==> src/rtl/rgb2ycbcr_job_ctrl.sv <==
// Job sequencer for the RGB->YCbCr stream: opens the input and output handshakes for exactly
// len beats, then closes both gates and pulses done. Only valid/ready lines pass through here.
module rgb2ycbcr_job_ctrl #(
  parameter int unsigned LEN_WIDTH = 16
) (
  input  logic                 clk_i,
  input  logic                 rst_ni,
  input  logic                 start_i,
  input  logic [LEN_WIDTH-1:0] len_i,
  input  logic                 clear_i,
  output logic                 busy_o,
  output logic                 done_o,
  output logic                 err_o,
  output logic [LEN_WIDTH-1:0] in_cnt_o,
  output logic [LEN_WIDTH-1:0] out_cnt_o,
  input  logic                 up_valid_i,
  output logic                 up_ready_o,
  output logic                 dp_valid_o,
  input  logic                 dp_ready_i,
  input  logic                 dp_out_valid_i,
  output logic                 dp_out_ready_o,
  output logic                 down_valid_o,
  input  logic                 down_ready_i
);

  typedef enum logic [1:0] {StIdle, StRun, StDrain, StDone} state_e;

  state_e               state_q;
  logic [LEN_WIDTH-1:0] len_q, in_cnt_q, out_cnt_q;
  logic [LEN_WIDTH-1:0] in_cnt_d, out_cnt_d;
  logic                 err_q;
  logic                 g_in, g_out, in_hs, out_hs, err_set;

  always_comb begin
    g_in  = (state_q == StRun) && (in_cnt_q < len_q);
    g_out = ((state_q == StRun) || (state_q == StDrain)) && (out_cnt_q < len_q);

    dp_valid_o     = up_valid_i & g_in;
    up_ready_o     = dp_ready_i & g_in;
    down_valid_o   = dp_out_valid_i & g_out;
    dp_out_ready_o = down_ready_i & g_out;

    in_hs  = up_valid_i & up_ready_o;
    out_hs = dp_out_valid_i & dp_out_ready_o;

    in_cnt_d  = in_cnt_q + {{(LEN_WIDTH-1){1'b0}}, in_hs};
    out_cnt_d = out_cnt_q + {{(LEN_WIDTH-1){1'b0}}, out_hs};

    // Output beats arriving while no job is open, or overtaking accepted input beats.
    err_set = (((state_q == StIdle) || (state_q == StDone)) && dp_out_valid_i) ||
              (out_hs && (out_cnt_q >= in_cnt_d));
  end

  always_ff @(posedge clk_i) begin
    if (!rst_ni) begin
      state_q   <= StIdle;
      len_q     <= '0;
      in_cnt_q  <= '0;
      out_cnt_q <= '0;
      err_q     <= 1'b0;
    end else if (clear_i) begin
      state_q   <= StIdle;
      in_cnt_q  <= '0;
      out_cnt_q <= '0;
      err_q     <= 1'b0;
    end else begin
      err_q <= err_q | err_set;
      unique case (state_q)
        StIdle: begin
          if (start_i) begin
            in_cnt_q  <= '0;
            out_cnt_q <= '0;
            err_q     <= 1'b0;
            if (len_i != '0) begin
              len_q   <= len_i;
              state_q <= StRun;
            end else begin
              state_q <= StDone;
            end
          end
        end
        StRun, StDrain: begin
          in_cnt_q  <= in_cnt_d;
          out_cnt_q <= out_cnt_d;
          // Last output beat wins, so a simultaneous last in/out beat skips DRAIN.
          if (out_cnt_d == len_q) begin
            state_q <= StDone;
          end else if ((state_q == StRun) && (in_cnt_d == len_q)) begin
            state_q <= StDrain;
          end
        end
        StDone:  state_q <= StIdle;
        default: state_q <= StIdle;
      endcase
    end
  end

  assign busy_o    = (state_q == StRun) || (state_q == StDrain);
  assign done_o    = (state_q == StDone);
  assign err_o     = err_q;
  assign in_cnt_o  = in_cnt_q;
  assign out_cnt_o = out_cnt_q;

endmodule

==> config.mk <==
export PLATFORM = sky130hd
export DESIGN_NAME = rgb2ycbcr_job_ctrl
export DESIGN_NICKNAME = d
export VERILOG_FILES = /design/src/rtl/rgb2ycbcr_job_ctrl.sv
export SDC_FILE = /design/constraint.sdc
export NUM_CORES = 1
export LEC_CHECK = 0
export ABC_AREA = 1
export CAP_MARGIN = 40
export CORE_AREA = 2 2 93 95
export DETAILED_ROUTE_END_ITERATION = 8
export DIE_AREA = 0 0 95 97
export GPL_TIMING_DRIVEN = 0
export PLACE_DENSITY_LB_ADDON = 0.3
export SLEW_MARGIN = 10
export SYNTH_ARGS = -nofsm -noshare
export SYNTH_HDL_FRONTEND = slang
export SYNTH_SLANG_ARGS = --single-unit
==> constraint.sdc <==
create_clock -name clk_i -period 5.1 [get_ports clk_i]
set_input_delay 1.275 -clock clk_i [delete_from_list [all_inputs] [get_ports clk_i]]
set_output_delay 1.275 -clock clk_i [all_outputs]
set_load 0.05 [all_outputs]
## After elaboration in Yosys (flattened, before gate mapping)

Index checks and enable logic that the tools add are counted.
W data, S select, Z words.

- Add/sub/neg operators: 2
- Equality and inequality tests: 7
- Muxes and demuxes: 10
- $lt $le $gt $ge: 3
- Bitwise gates (word level): 9
- Reduce and logical (&&, ||, !) cells: 16

Operators by type and width:

| cell | count |
|---|---|
| $pmux W16 S2 | 2 |
| $add A16 B1 Y16 | 2 |
| $eq A16 B16 Y1 | 2 |
| $lt A16 B16 Y1 | 2 |
| $ge A16 B16 Y1 | 1 |
| $mux W16 | 1 |
| $reduce_bool A16 Y1 | 1 |
| $mux W2 | 4 |
| $and A1 B1 Y1 | 6 |
| $pmux W2 S3 | 1 |
| $logic_and A1 B1 Y1 | 5 |
| $eq A2 B2 Y1 const B | 2 |
| $reduce_and A2 Y1 | 2 |
| $reduce_and A4 Y1 | 1 |
| $reduce_or A2 Y1 | 2 |
| $logic_or A1 B1 Y1 | 3 |
| $ne A3 B3 Y1 const B | 1 |
| $eq A2 B1 Y1 const B | 1 |
| $logic_not A2 Y1 | 1 |
| $mux W1 | 2 |
| $ne A2 B2 Y1 const B | 1 |
| $not A1 Y1 | 2 |
| $reduce_bool A2 Y1 | 1 |
| $or A1 B1 Y1 | 1 |

- Output and inout port bits: 39
- Register bits: 51
- Word-level logic and storage cells: 52
- Input bits: 24

## Depth between registers and ports, before layout

- Word-level depth: 11
- Depth in mapped cells: 28
- Mapped depth without buffers: 27

## Worst setup path after synthesis

OpenSTA, ideal clock, no wires.

- Path kind: reg2reg
- From: register in_cnt_q[11] (netlist: in_cnt_o[11])
- To: register err_q (netlist: err_o)
- Clock period less this slack: 3974 ps
- Slack: 1126 ps
- Data arrival time: 3904 ps
- Library setup time: 70 ps
- Stages on the path, launching flop included: 22
- Buffers on the path: 1
- Data required time: 5030 ps
- Cells stage by stage: dfxtp_1 -> ha_1 -> a21oi_1 -> o21ai_0 -> a2111oi_0 -> nand4_1 -> nor2_1 -> ha_1 -> ha_1 -> buf_4 -> nand2_1 -> nor2_2 -> nand3_1 -> nand2_1 -> nand2_1 -> ha_1 -> nand3_1 -> nor3_1 -> nand3_1 -> nand3_1 -> nand2_1 -> a21oi_1

- Longest elaborated chain between the ends: 11

RTL lines:

| element | line | source |
|---|---|---|
| start, declared | 29 | `logic [LEN_WIDTH-1:0] len_q, in_cnt_q, out_cnt_q;` |
| start signal, assigned | 83 | `in_cnt_q <= in_cnt_d;` |
| $lt A16 B16 Y1 | 35 | `g_in = (state_q == StRun) && (in_cnt_q < len_q);` |
| $logic_and A1 B1 Y1 | 35 |  |
| $and A1 B1 Y1 | 39 | `up_ready_o = dp_ready_i & g_in;` |
| $and A1 B1 Y1 | 43 | `in_hs = up_valid_i & up_ready_o;` |
| $add A16 B1 Y16 * | 46 | `in_cnt_d = in_cnt_q + {{(LEN_WIDTH-1){1'b0}}, in_hs};` |
| $ge A16 B16 Y1 * | 51 | `(out_hs && (out_cnt_q >= in_cnt_d));` |
| $logic_and A1 B1 Y1 * | 51 |  |
| $logic_or A1 B1 Y1 * | 50 | `err_set = (((state_q == StIdle) \|\| (state_q == StDone)) && dp_out_valid_i) \|\|` |
| $or A1 B1 Y1 * | 67 | `err_q <= err_q \| err_set;` |
| $mux W1 | 70 | `if (start_i) begin` |
| $mux W1 * | 68 | `unique case (state_q)` |
| end signal, assigned | 67 |  |
| end, declared | 31 | `logic err_q;` |

Every way passes the cells marked *; elsewhere a longest branch is shown, timed or not.
A chain may end at the register's enable or synchronous reset.

## Worst setup path in the final report

- From: register len_q[14]
- To: register err_q (netlist: err_o)

- Longest elaborated chain between the ends: 11
- Elaborated cells between the ends (all ways): 15
- Those cells by class: add/sub (1); order compare (3); mux (2); bitwise (5); reduce/logical (4)

RTL lines:

| element | line | source |
|---|---|---|
| start, declared | 29 |  |
| start signal, assigned | 75 | `len_q <= len_i;` |
| $lt A16 B16 Y1 | 35 |  |
| $logic_and A1 B1 Y1 | 35 |  |
| $and A1 B1 Y1 | 39 |  |
| $and A1 B1 Y1 | 43 |  |
| $add A16 B1 Y16 | 46 |  |
| $ge A16 B16 Y1 | 51 |  |
| $logic_and A1 B1 Y1 * | 51 |  |
| $logic_or A1 B1 Y1 * | 50 |  |
| $or A1 B1 Y1 * | 67 |  |
| $mux W1 | 70 |  |
| $mux W1 * | 68 |  |

Marked as above.

==> run summary <==
The post-detailed-route count of antenna-violating nets is 0. The final route contains 5059 vias. The transition time at the pin with the least slew margin came out at 775 ps. The number of port buffers came out at 62. The effective utilization at floorplan is 0.541. The total of max-cap violations is 0. The post-route DRC violation count came out at 0. The clock latency on the worst-skew pair is 310 ps. The signal on the critical path passes through inv_1 > ha_1 > nand2_1 > nor2_1 > a2111oi_1 > buf_1 > nand4_1 > nor2_1 > ha_1 > ha_1 > buf_4 > nand2_1 > nor2_4 > nand3_1 > nand2_1 > nand2_1 > ha_1 > nand3_1 > nor3_1 > nand3_1 > nand3_1 > nand2_1 > a21oi_1.

Timing would allow up to 0.219 GHz. The kind of capture point of the worst setup path is a flip-flop. The number of hold violations in the final report is 0. The root buffer selected by CTS is clkbuf_8. Summed over all instances, the cell type with the most area after synthesis is dfxtp_1. The share of flip-flops with an asynchronous set or reset after synthesis is 0. The pin count of the biggest net entering global routing came out at 16. Between clock sinks in the finished design, the worst skew comes to 3.11 ps. The placeable core area came out at 8130 um2. The final worst-path cycle share came out at 0.896. Summed over all failing endpoints, the final setup total negative slack is 0 ps. The number of setup violations in the final report is 0.

The via count of the first global-routing pass came out at 4713. In the synthesized netlist the dominant register cell turns out to be dfxtp_1. The max-slew violation total from the final report is 0. In this design, the critical path's most frequently occurring cell is nand2_1.

The synthesized design contains 0 enable-type register cells. Synthesis produced a netlist with a net count of 785. The congestion estimate from routability-driven global placement came to 0.973. The nature of the critical path startpoint is a flip-flop. The aggregate global-route resource usage came out at 0.323. In the final routed layout, each cell accounts on average for 16.3 um. The number of warning messages in the yosys log is 0. The critical path data arrival time is 4830 ps. The critical path class is reg -> reg.

The TritonCTS clock tree is yes. The power density over the cells came out at 179 nW/um2. The first-pass iteration count of the detailed router came out at 5.

The synthesized instance count is 707. The fraction of final layout cells sized beyond drive strength 1 came out at 0.0360. The leakage component of the power came out at 2.16 nW. The maximum cell stage delay along the critical path came out at 430 ps.

The count of unique library cells instantiated by Yosys is 32. The DRC marker count from the first detailed-route iteration is 295. The final net count is 855. The antenna diode count came out at 0. The slowest stage cell on the critical path is dfxtp_1. After synthesis, the mean cell area works out to 6.23 um2. The worst pin sits at a relative slew slack of 0.484.

The register bit total from synthesis is 51. The die covers 9220 um2. For this design, the CTS-stage hold fixing added 0 buffers.

The final layout contains routed wiring with a total length of 14400 um. Setup repair after global routing left no endpoint under its margin. The number of buffers created by CTS came out at 5. The minimum clock period after layout is 4570 ps.

The area of the mapped netlist came out at 4400 um2. The clock-pin slew on the worst setup and hold paths is 100 ps. The share of synthesized area in the top cell type comes to 0.232. Sorting the synthesized cells by area gives the leading types as dfxtp_1 23%, nand2_1 19%, ha_1 15%. The wire length of the first global-routing pass came out at 23100 um. The total power after layout came out at 942 uW. The global route total overflow is 0.

From left edge to right edge, the die measures 95 um. In this run the vertical extent of the chip is 97 um. The required time at the endpoint of the critical path is 5360 ps. The worst min-delay path category is reg -> reg.

The number of antenna violations at the first check in global routing is 0. The signed area change from the synthesized netlist to the final layout came out at 19.5%. The detail-routed via count per cell is 5.73. The number of core rows is 33. The share of the yosys chip area belonging to registers came out at 0.232. During I/O placement, the number of pins put on the boundary was 63. The run finished with clean final reports. The worst vdd rail ir drop came out at 0.119 mV. The clock net in this run drives a total of 51 sinks.

Detailed placement finished with a half-perimeter wire length of 11700 um. The largest buffer count on any clock path is 2. The largest driver fanout on the critical path is 9. The level count of the clock H-tree is 2.
## power by group
| part | switching, mW | internal [mW] | total, mW |
|---|---|---|---|
| combinational | 0.167 | 0.0842 | 0.252 |
| clock | 0.152 | 0.112 | 0.264 |
| sequential | 0.0148 | 0.411 | 0.426 |
## logic make-up after synthesis
family,share of synthesized area
XOR/XNOR,0.0119
buffers and inverters,0.0742
flip-flops,0.232
AO/OA/AOI/OAI,0.138
AND/OR/NAND/NOR,0.391
adder cells (fa/ha/maj),0.153
## layer usage
metal | vias up | global-route usage | wire length (um) | part of all wire
met1 | 2320 | 0.410 | 6180 | 0.43
met2 | 190 | 0.529 | 6730 | 0.47
met4 | 0 | 0.147 | 580 | 0.040
li1 | 2512 | - | - | -
met3 | 37 | 0.0506 | 934 | 0.065
met5 | - | 0 | 0 | 0
## cell usage in the layout, fill, tap and decap left out, types with 2 or more instances in the layout
cell type        instances
nand4_1                 16
a21oi_1                 75
clkbuf_1                14
nor2_4                   2
xor2_1                   4
nand3_2                  2
nor3_1                   6
nor2_2                   7
o21ai_0                 30
nand3_1                 87
buf_4                    2
dfxtp_1                 51
nand2_1                218
nand3b_1                 2
o211ai_1                 2
clkdlybuf4s50_1         62
ha_1                    54
or2_2                    4
nor4_1                   5
nand2_2                  2
nor2_1                  44
inv_1                   69
clkbuf_8                 6
xnor2_1                  2
## synth_stat cells, types with 2 or more instances
master    number
nand4_1       16
clkbuf_1      13
xnor2_1        2
nor2_1        44
dfxtp_1       51
nor4_1         5
nand2_1      218
buf_4          2
nor2_2         8
nor3_1         6
o21ai_0       30
nand3b_1       2
nand3_2        2
ha_1          54
or2_2          4
o211ai_1       2
nand3_1       87
nand2_2        2
inv_1         69
xor2_1         4
a21oi_1       75
## layout make-up
type,instances,area (um2)
buffer,15,63.8
clock buffer,7,86.3
clock inverter,1,8.76
fill,792,2880
inverter,70,263
multi-input combinational,571,3060
sequential,51,1020
tap,105,131
timing repair buffer,63,624
## worst max-delay path: cells and delay by family, from the launching register on
kind,cells,cell delay (ps)
AO/OA/AOI/OAI,2,550
AND/OR/NAND/NOR,14,1900
buffers and inverters,3,520
adder cells (fa/ha/maj),4,1120
flip-flops,1,430
## sequential cells by signal, indices dropped and copies added (netlist names)
| signal | count |
|---|---|
| len_q | 16 |
| out_cnt_o | 16 |
| state_q | 2 |
| in_cnt_o | 16 |
| err_o | 1 |
## stage by stage
stage	std cells	setup WS [ps]	hold slack, ps	area, um2	util
after global routing	883	36.7	578	5260	0.647
after detailed placement	875	462	510	5160	0.634
after floorplan	707	1130	495	4400	-
after CTS	883	421	529	5250	0.646
final	883	530	523	5260	0.647
after global placement	874	143	498	5150	0.634
## final timing paths
check	depth (start not counted)	end	slack, ps	from
hold reg to reg	2	in_cnt_o[0]	520	in_cnt_o[0]
setup / recovery	23	err_o	530	len_q[14]
hold / removal	2	in_cnt_o[0]	520	in_cnt_o[0]
setup reg to reg	23	err_o	530	len_q[14]
## repair_timing
item / 4_1_cts / 5_1_grt
endpoints found under the setup margin: 0 / 1
buffers inserted: 0 / 0
gates resized for setup: 0 / 2
No activity file was read; power rests on OpenSTA's default activity.
==> RTL change 1, RTL diff (same settings) <==
The 4 states of `state_e` get a one-hot encoding in 4 bits.
--- a/src/rtl/rgb2ycbcr_job_ctrl.sv
+++ b/src/rtl/rgb2ycbcr_job_ctrl.sv
@@ -23,7 +23,7 @@
   input  logic                 down_ready_i
 );
 
-  typedef enum logic [1:0] {StIdle, StRun, StDrain, StDone} state_e;
+  typedef enum logic [3:0] {StIdle = 4'b0001, StRun = 4'b0010, StDrain = 4'b0100, StDone = 4'b1000} state_e;
 
   state_e               state_q;
   logic [LEN_WIDTH-1:0] len_q, in_cnt_q, out_cnt_q;
Formal check against the unedited RTL: same outputs for any inputs over 4 cycles, from zero or initial values and one cycle with rst_ni low; so few cycles prove little.
==> RTL change 1 against the original RTL <==
Via count increased by 3.2%; non-clock buffer count decreased by 1; setup slack improved by 21 ps; sequential cell count increased by 2; routed wire length increased by 2.6%; total power decreased by 9.6%; design area increased by 2.0%; die area unchanged; core utilization increased by 1.3 points; fmax increased by 0.47%; synthesized area increased by 2.8%; critical path type unchanged; highest routed layer unchanged.
==> RTL change 1: results (changes against the original RTL) <==
outcome finished clean (unchanged); H-tree levels 2 (unchanged); Syn Nets 793 (was 785); Clk pin slew, worst setup/hold paths 110 ps; CTS buffer count 5 (unchanged); DRT iter0 DRCs 440 (was 295); share of post-route cells with drive strength above 1 0.04943 (was 0.03599); dpl hpwl 11.79 mm (was 11.68 mm); crit-path max FO 7 (was 9); Clock Latency Late Sink 320 ps; Post-synth ARST share 0 (unchanged); slowest stage delay, CP 610 ps (was 430 ps); synth cell count leaders 219 x nand2_1, 78 x inv_1, 76 x nand3_1, 73 x a21oi_1, 53 x dfxtp_1 (was 218 x nand2_1, 87 x nand3_1, 75 x a21oi_1, 69 x inv_1, 54 x ha_1); Worst Max-Slew Pin Slew 823.6 ps (was 774.6 ps); top_reg_cell synth dfxtp_1 (unchanged); Reg-to-Reg End err_o (unchanged); Peak supply drop 0.0001124 V (was 0.0001194 V); first-pass iteration count of the detailed router 5 (unchanged); # diodes 0 (unchanged); Final Skew 10.28 ps (was 3.112 ps); yosys warns 0 (unchanged); post-CTS setup buffer count 0 (unchanged); CTS max path bufs 2 (unchanged); Data arrival, critical path 4770 ps (was 4830 ps); worst hold endpoint in_cnt_o[0] (unchanged); Synth area leaders dfxtp_1 23%, nand2_1 18%, ha_1 14% (was dfxtp_1 23%, nand2_1 19%, ha_1 15%); post-CTS sizing 0 (unchanged); Worst path slowest cell nor4_1 (was dfxtp_1); final hold slack 514.0 ps (was 523.3 ps); post-synthesis sequential area ratio 0.2344 (was 0.2319); R2R setup slack 550 ps (was 530 ps); GR Util All Layers 0.3345 (was 0.3225); worst r2r src len_q[1] (was len_q[14]); clock root cell clkbuf_8 (unchanged); Filler cells 749 (was 792); type of the tightest min-delay check register to register (unchanged); via count 5221 (was 5059); hold path depth 2 (unchanged); Port Buffers 62 (unchanged); number of global-route vias before repair 5087 (was 4713); cell family with most CP delay simple AND/OR/NAND/NOR gates (unchanged); Worst Reg-to-Reg Cells 24 (was 23); hold path start in_cnt_o[0] (unchanged); initial antenna violation count 0 (unchanged); first-pass GRT wire length 24.25 mm (was 23.10 mm); final net count 862 (was 855); Leak 2.212 nW (was 2.157 nW); drt wl/cell 16.55 um (was 16.34 um); Initial Util 0.5564 (was 0.5411); post-synth cell types 34 (was 32); RD Place Congestion 0.9743 (was 0.9725); largest net degree at the start of global routing 17 (was 16)
[RTL change 1: cell type report]
class                   instances  share of cell area
inverters                      78             0.05458
plain buffers                  15             0.01166
well taps                     105             0.02449
flip-flops and latches         53              0.1978
clock inverters                 3            0.003266
clock buffers                   5             0.01283
multi-input cells             573              0.5797
repair buffers                 62              0.1157
[RTL change 1: report_power, final]
group	internal [mW]	switching (mW)	total (mW)
clock network	0.0955	0.155	0.251
logic	0.0584	0.105	0.164
registers	0.425	0.0126	0.437
[RTL change 1: how the worst max path moves through the flow]
stage,from,to,depth (start not counted)
finish,len_q[1],err_o,24
detailed placement,up_valid_i,err_o,17
global placement,up_valid_i,err_o,17
CTS,len_q[1],err_o,24
global route,len_q[1],err_o,24
floorplan,out_cnt_o[9],state_q[1],26
[RTL change 1: logic make-up (layout without fill, tap and decap cells)]
family	after synthesis	count (layout)	synth area share
flip-flops	53	53	0.2344
adder cells (fa/ha/maj)	50	50	0.1382
buffers and inverters	93	163	0.07852
AO/OA/AOI/OAI	111	111	0.1280
AND/OR/NAND/NOR	404	404	0.4053
XOR/XNOR	8	8	0.01548
[RTL change 1: per-stage QoR]
| step | instances | setup WS (ps) | instance area, um^2 |
|---|---|---|---|
| after floorplan | 719 | 968.7 | 4526 |
| after global placement | 886 | 499.6 | 5278 |
| after detailed placement | 886 | 420.3 | 5278 |
| after CTS | 894 | 618.3 | 5364 |
| after global routing | 894 | 199.8 | 5364 |
| final | 894 | 551.2 | 5364 |
[RTL change 1: per-layer routing]
metal | global-route usage | routed length [um]
met1 | 0.4446 | 6256
met2 | 0.5292 | 6607
met3 | 0.04595 | 1242
met4 | 0.1572 | 690
met5 | 0 | 0
[RTL change 1: worst reg2reg max path, delay by kind of cell (launching register included)]
family / cells / cell delay [ps]
AND/OR/NAND/NOR: 15 / 2110
adder cells (fa/ha/maj): 4 / 1270
AO/OA/AOI/OAI: 4 / 550
flip-flops: 1 / 430
buffers and inverters: 1 / 110
==> RTL change 2, RTL diff (config.mk and constraints unchanged) <==
Made on the original files. Change the parameter `LEN_WIDTH` from 16 to 8.
--- a/src/rtl/rgb2ycbcr_job_ctrl.sv
+++ b/src/rtl/rgb2ycbcr_job_ctrl.sv
@@ -1,7 +1,7 @@
 // Job sequencer for the RGB->YCbCr stream: opens the input and output handshakes for exactly
 // len beats, then closes both gates and pulses done. Only valid/ready lines pass through here.
 module rgb2ycbcr_job_ctrl #(
-  parameter int unsigned LEN_WIDTH = 16
+  parameter int unsigned LEN_WIDTH = 8
 ) (
   input  logic                 clk_i,
   input  logic                 rst_ni,
Interface: changed (resized in_cnt_o, len_i and out_cnt_o); port bits go from 63 to 39. The function was not compared with the original's and may differ.
==> RTL change 2 against the original RTL <==
Combinational power decreased by 60%; setup slack gained 480 ps; synthesized area down 48%; count of clock-buffer cells in the layout decreased by 3; total power shrank 52%; routed wire length shrank 55%; via count shrank 53%; core utilization fell by 29 points; sequential cell count fell by 24; largest cell class unchanged; design area fell by 46%.
==> RTL change 2: results (changes against the original RTL) <==
Port Buffers 38 (was 62); post-CTS setup buffer count 0 (unchanged); first-pass iteration count of the detailed router 4 (was 5); largest net degree at the start of global routing 15 (was 16); compound-gate portion of the synthesized area 0.1418 (was 0.1376); Data arrival, critical path 2820 ps (was 4830 ps); first-pass GRT wire length 10.71 mm (was 23.10 mm); post-synth cell types 33 (was 32); met1 Use GR 0.2114 (was 0.4100); met3 Use GR 0.02181 (was 0.05062); yosys warns 0 (unchanged); Final Skew 5.212 ps (was 3.112 ps); Leak 1.151 nW (was 2.157 nW); DP Area 0.002815 mm^2 (was 0.005157 mm^2); CTS buffer count 3 (was 5); Worst path slowest cell clkdlybuf4s50_1 (was dfxtp_1); H-tree levels 1 (was 2); Worst Max-Slew Pin Slew 631.0 ps (was 774.6 ps); drt wl/cell 13.32 um (was 16.34 um); cell family with most CP delay buffers and inverters (was simple AND/OR/NAND/NOR gates); sequential power share 0.492 (was 0.452); xor-xnor portion of the synthesized cell area 0.02281 (was 0.01194); number of global-route vias before repair 2268 (was 4713); Top Layer Used met4 (unchanged); post-synthesis mux area share 0 (unchanged); share of post-route cells with drive strength above 1 0.08831 (was 0.03599); Filler cells 856 (was 792); RD Place Congestion 0.8942 (was 0.9725); synth cell count leaders 85 x nand2_1, 39 x inv_1, 37 x nand3_1, 36 x a21oi_1, 30 x ha_1 (was 218 x nand2_1, 87 x nand3_1, 75 x a21oi_1, 69 x inv_1, 54 x ha_1); WL met2 2.852 mm (was 6.730 mm); slowest stage delay, CP 810 ps (was 430 ps); Peak supply drop 0.00009145 V (was 0.0001194 V); final net count 432 (was 855); crit-path max FO 2 (was 9); Syn Nets 389 (was 785); via count 2383 (was 5059); Clock Power 0.129 mW (was 0.264 mW); Switching Share 0.3131 (was 0.3551); GR Util All Layers 0.1467 (was 0.3225); met2 GRT Util 0.2275 (was 0.5292); Metal-1 WL 3.217 mm (was 6.183 mm); DRT iter0 DRCs 101 (was 295); Synth area leaders dfxtp_1 23%, ha_1 16%, nand2_1 14% (was dfxtp_1 23%, nand2_1 19%, ha_1 15%); Tot Pwr 0.4515 mW (was 0.9420 mW); R2R setup slack 1440 ps (was 530 ps); dpl hpwl 5.245 mm (was 11.68 mm); Clock Latency Late Sink 280 ps (was 310 ps); outcome finished clean (unchanged); routed length on met3 420 um (was 934 um); # diodes 0 (unchanged); Adder-Cell Fraction of Synth Area 0.1630 (was 0.1535); post-synthesis sequential area ratio 0.2347 (was 0.2319)
[RTL change 2: area by class of cell]
class	count	area (um^2)	share of cell area
inverters	43	161.4	0.05643
flip-flops and latches	27	540.5	0.1890
multi-input cells	268	1580	0.5525
well taps	105	131.4	0.04593
plain buffers	5	21.27	0.007437
clock buffers	4	45.04	0.01575
repair buffers	38	380.4	0.1330
[RTL change 2: worst paths after layout]
check	cells after the start	endpoint	startpoint
max reg2reg	23	err_o	len_q[1]
max	4	down_valid_o	dp_out_valid_i
min	2	state_q[1]	state_q[1]
min reg2reg	2	state_q[1]	state_q[1]
[RTL change 2: metrics by stage]
stage / utilization / cells / worst slack, ps / hold WS, ps
6_report: 0.3516 / 490 / 1009 / 499.8
5_1_grt: 0.3516 / 490 / 908.5 / 533.4
4_1_cts: 0.3516 / 490 / 1001 / 498.8
3_5_place_dp: 0.3461 / 486 / 1003 / 482.9
3_3_place_gp: 0.3461 / 486 / 1009 / 480.3
2_1_floorplan: - / 343 / 1662 / 464.6
